==> config.mk <==
export PLATFORM = sky130hd
export DESIGN_NAME = divider1
export DESIGN_NICKNAME = d
export VERILOG_FILES = /design/src/rtl/divider1_pkg.sv /design/src/rtl/divider1_step.sv /design/src/rtl/divider1.sv
export SDC_FILE = /design/constraint.sdc
export NUM_CORES = 1
export LEC_CHECK = 0
export BUFFER_PORTS_ARGS = -buffer_cell sky130_fd_sc_hd__buf_2
export CAP_MARGIN = 20
export CORE_MARGIN = 2
export CORE_UTILIZATION = 57
export DETAILED_ROUTE_END_ITERATION = 10
export PLACE_DENSITY = 0.81
export SYNTH_ARGS = -nofsm -noshare
export SYNTH_HDL_FRONTEND = slang
export SYNTH_SLANG_ARGS = --single-unit
==> constraint.sdc <==
create_clock -name clk -period 6.36 [get_ports clk]
set_clock_uncertainty 0.15 [all_clocks]
set_input_delay 1.59 -clock clk [delete_from_list [all_inputs] [get_ports clk]]
set_output_delay 1.59 -clock clk [all_outputs]
set_load 0.005 [all_outputs]
==> src/rtl/divider1_pkg.sv <==
// Shared definitions for the divider1 restoring divider: default operand
// width and the control FSM state encoding.
package divider1_pkg;
  localparam int N_DEF = 8;

  typedef enum logic [1:0] {
    IDLE  = 2'd0,
    CHECK = 2'd1,
    BUSY  = 2'd2
  } state_t;
endpackage

==> src/rtl/divider1_step.sv <==
// One restoring division step: shift {R,Q} left by one and conditionally
// subtract the divisor, producing the next partial remainder and quotient.
module divider1_step
  import divider1_pkg::*;
#(
  parameter int N = N_DEF
) (
  input  logic [N-1:0] R,
  input  logic [N-1:0] Q,
  input  logic [N-1:0] B,
  output logic [N-1:0] R_next,
  output logic [N-1:0] Q_next
);

  logic [N:0] trial;
  logic [N:0] diff;

  // The trial keeps the bit shifted out of R so a remainder close to 2^N
  // still compares correctly against B.
  assign trial = {R, Q[N-1]};
  assign diff  = trial - {1'b0, B};

  always_comb begin
    R_next = trial[N-1:0];
    Q_next = {Q[N-2:0], 1'b0};
    if (trial >= {1'b0, B}) begin
      R_next = diff[N-1:0];
      Q_next = {Q[N-2:0], 1'b1};
    end
  end

endmodule

==> src/rtl/divider1.sv <==
// Sequential unsigned 2N/N restoring divider: one overflow-check cycle
// followed by N shift/subtract cycles, with a start/ready handshake.
module divider1
  import divider1_pkg::*;
#(
  parameter int N = N_DEF
) (
  input  logic           clk,
  input  logic           rst,
  input  logic           start,
  input  logic [2*N-1:0] A,
  input  logic [N-1:0]   B,
  output logic [N-1:0]   Quotient,
  output logic [N-1:0]   Remainder,
  output logic           Ovf,
  output logic           ready
);

  localparam int CW = $clog2(N + 1);

  state_t         state, state_next;
  logic [2*N-1:0] a_r;
  logic [N-1:0]   b_r;
  logic [N-1:0]   r_r;
  logic [N-1:0]   q_r;
  logic [CW-1:0]  cnt;
  logic [N-1:0]   r_next;
  logic [N-1:0]   q_next;
  logic           ovf_det;
  logic           last_step;

  divider1_step #(.N(N)) u_step (
    .R      (r_r),
    .Q      (q_r),
    .B      (b_r),
    .R_next (r_next),
    .Q_next (q_next)
  );

  // A high half not below B means the quotient cannot fit in N bits;
  // B==0 is caught by the same compare but kept explicit for clarity.
  assign ovf_det   = (b_r == '0) || (a_r[2*N-1:N] >= b_r);
  assign last_step = (cnt == CW'(N - 1));
  assign ready     = (state == IDLE);

  always_ff @(posedge clk) begin
    if (rst) state <= IDLE;
    else     state <= state_next;
  end

  always_comb begin
    state_next = state;
    case (state)
      IDLE:    if (start) state_next = CHECK;
      CHECK:   state_next = ovf_det ? IDLE : BUSY;
      BUSY:    if (last_step) state_next = IDLE;
      default: state_next = IDLE;
    endcase
  end

  always_ff @(posedge clk) begin
    if (rst) begin
      a_r       <= '0;
      b_r       <= '0;
      r_r       <= '0;
      q_r       <= '0;
      cnt       <= '0;
      Quotient  <= '0;
      Remainder <= '0;
      Ovf       <= 1'b0;
    end else begin
      case (state)
        IDLE: begin
          if (start) begin
            a_r <= A;
            b_r <= B;
            Ovf <= 1'b0;
          end
        end
        CHECK: begin
          if (ovf_det) begin
            Quotient  <= '1;
            Remainder <= '0;
            Ovf       <= 1'b1;
          end else begin
            r_r <= a_r[2*N-1:N];
            q_r <= a_r[N-1:0];
            cnt <= '0;
          end
        end
        BUSY: begin
          r_r <= r_next;
          q_r <= q_next;
          cnt <= cnt + 1'b1;
          if (last_step) begin
            Quotient  <= q_next;
            Remainder <= r_next;
            Ovf       <= 1'b0;
          end
        end
        default: ;
      endcase
    end
  end

endmodule

==> qor.yml <==
run_status: "completed"
fin_crit_sh: 0.487
ys_types: 52
tns_ps: 0
synth_top_family_by_area: "compound AO/OA/AOI/OAI gates"
synth_commonest_cells: "63 x dfxtp_1, 55 x nand2_1, 35 x nor2_1, 32 x a21oi_1, 19 x inv_1"
cp_cell_sequence: "inv_1 > ha_1 > a211oi_1 > nor2_1 > a211oi_2 > nand2_1 > nand2_1 > o221a_2"
rsz0062_at_grt: "false"
leakage_nw: 1.45
critical_path.max_stage_delay_ps: 640
totalWireLength_um: 6460
synthMuxAreaShare: 0.0468
crit_buf_inv: 1
timing.final.ws_setup_ps: 3260
post-place-ws_ps: 3120
via_per_inst: 5.59
syn_area_per_cell_sq_um: 8.65
regArea_sq_um: 1260
synth-compound-area-share: 0.227
clkSlewWorstSetupHoldPaths_ps: 70
cts_repair_resize_count: 0
antenna_found_initial: 0
yosys.area_share.adder: 0.0771
post-place-cells: 443
overflow: 0
cp.required_ps: 6500
area_growth_pct: 14.3
gr-usage-all-layers: 0.232
tightest_slew_ps: 1050
cts_hold_buf: 0
nNetsFinal: 429
hold_viol: 0
whs_ps: 309
vias: 2566
setup_viol: 0
numCtsBuffers: 9
path_delay_family: "simple AND/OR/NAND/NOR gates"
syn-num-nets: 394
cts_max_level: 3
clockBufferDepth: 2
die_y_um: 76.8
first_global_vias: 2404
clk_latency_ps: 350
cts_setup_buffers: 0
worst-setup-path-type: "reg2reg"
num-fill-cells: 429
total_power_mw: 1.08
io_buffers: 44
multi_input_area_sq_um: 1600
cp_common_cell: "nand2_1"
die_area_sq_um: 5900
stdcell_count: 459
grt_pass1_wl_um: 11000
max-vdd-ir-drop_mv: 0.178
cts_root_buffer: "clkbuf_8"
cp-start-kind: "register"
critical_path_arrival_ps: 3240
drc: 0
io_pins: 45
slowest_stage: "nand2_1"
std_cell_rows: 26
ys_top_cells_by_area: "dfxtp_1 42%, ha_1 7.0%, nand2_1 6.8%, a21oi_1 5.3%, nor2_1 4.3%"
ant_nets: 0
drt_iter0_markers: 181
slew_viol_final: 0
yosys_warnings: 0
yosys.area_share.simple: 0.167
firstDrtPassIters: 4
yosysMostFrequentCell: "dfxtp_1"
synth_top_area_frac: 0.418
hpwl_um: 4520
synth-main-ff-cell: "dfxtp_1"
synth-seq-area-share: 0.418
end_kind: "register"
diodes: 0
cts_tree: "done"
crit_fanout: 23
ys_ff_latch: 63
p_per_area_nw_per_um2: 312
yosysTopAreaCell: "dfxtp_1"
wl_per_cell_um: 14.1
synth-edff-count: 0
synth_cells: 349
ys_async_sr_fraction: 0
fmaxAchievable_mhz: 323
relSlewSlack: 0.297
min_path_type: "reg2reg"
synth_xor_area_frac: 0.0116
maxCapViolCount: 0
period_needed_ps: 3100
die_x_um: 76.8
clkSinkCount: 63
grt_start_max_net_pins: 62
layout-drive-gt1-share: 0.198
initial_core_util: 0.591
gp_congestion: 0.878
core_area_sq_um: 5110
synth_area_sq_um: 3020
[per-layer routing]
metal / vias up / wire (um) / track usage
met5: - / 0 / 0
met4: 0 / 120 / 0.104
met3: 12 / 327 / 0.0459
met2: 71 / 2870 / 0.357
met1: 1167 / 3150 / 0.314
li1: 1316 / - / -
[cell families after synthesis]
| family | after synthesis |
|---|---|
| AND/OR/NAND/NOR | 116 |
| AO/OA/AOI/OAI | 95 |
| flip-flops | 63 |
| buffers and inverters | 39 |
| adder cells (fa/ha/maj) | 18 |
| multiplexers | 14 |
| XOR/XNOR | 4 |
[flip-flops by register name, indices dropped and copies added, names as in the netlist]
name,flops
Ovf,1
state,2
b_r,8
cnt,4
Quotient,8
Remainder,8
r_r,8
a_r,16
q_r,8
[worst paths after layout]
kind,slack [ps],cells after the start,from,end
setup reg to reg,3260,8,b_r[5],q_r[5]
hold / removal,310,2,a_r[7],a_r[7]
setup / recovery,3260,8,b_r[5],q_r[5]
hold reg to reg,310,2,a_r[7],a_r[7]
[final cells by class]
type	instances	area share
Clock inverter	6	0.0246
Inverter	19	0.0207
Sequential cell	63	0.365
Multi-Input combinational cell	247	0.463
Clock buffer	10	0.0370
Tap cell	70	0.0254
Timing Repair Buffer	44	0.0638
[report_power, final]
group	internal, mW	switching, mW
Combinational	0.110	0.148
Clock	0.219	0.155
Sequential	0.425	0.0209
Total	0.754	0.324
[worst reg2reg max path: stages, from the launching register on]
cell and delay [ps]:
dfxtp_1 370, inv_1 90, ha_1 310, a211oi_1 210
nor2_1 90, a211oi_2 410, nand2_1 640, nand2_1 520
o221a_2 260
[cell usage in the layout, fill, tap and decap left out, types with 2 or more instances in the layout]
cell type,netlist,layout
a21oi_1,32,32
clkinv_2,0,2
nand2b_1,2,2
a211oi_1,16,16
a31oi_1,2,2
a2111oi_0,2,2
nand3_1,4,4
o21a_1,3,3
mux2i_1,13,13
nor2_1,35,35
o32ai_1,8,8
dfxtp_1,63,63
nor4_1,2,2
o22ai_1,7,7
or2_2,2,2
o21ai_0,3,3
nor3_1,4,4
a21o_2,2,2
clkbuf_8,0,9
xnor2_1,3,3
o221a_2,6,6
nand2_1,55,55
inv_1,19,19
bufinv_16,0,2
clkinvlp_4,0,2
buf_2,2,44
nor3b_1,2,2
a21o_1,3,3
ha_1,17,17
nand3b_1,2,2
[through the flow]
stage                      util  instance area, sq um
after CTS                 0.676                  3450
after detailed placement  0.634                  3240
after floorplan               -                  3020
final                     0.676                  3450
after global placement    0.634                  3240
after global routing      0.676                  3450
No activity file was read; power rests on OpenSTA's default activity.
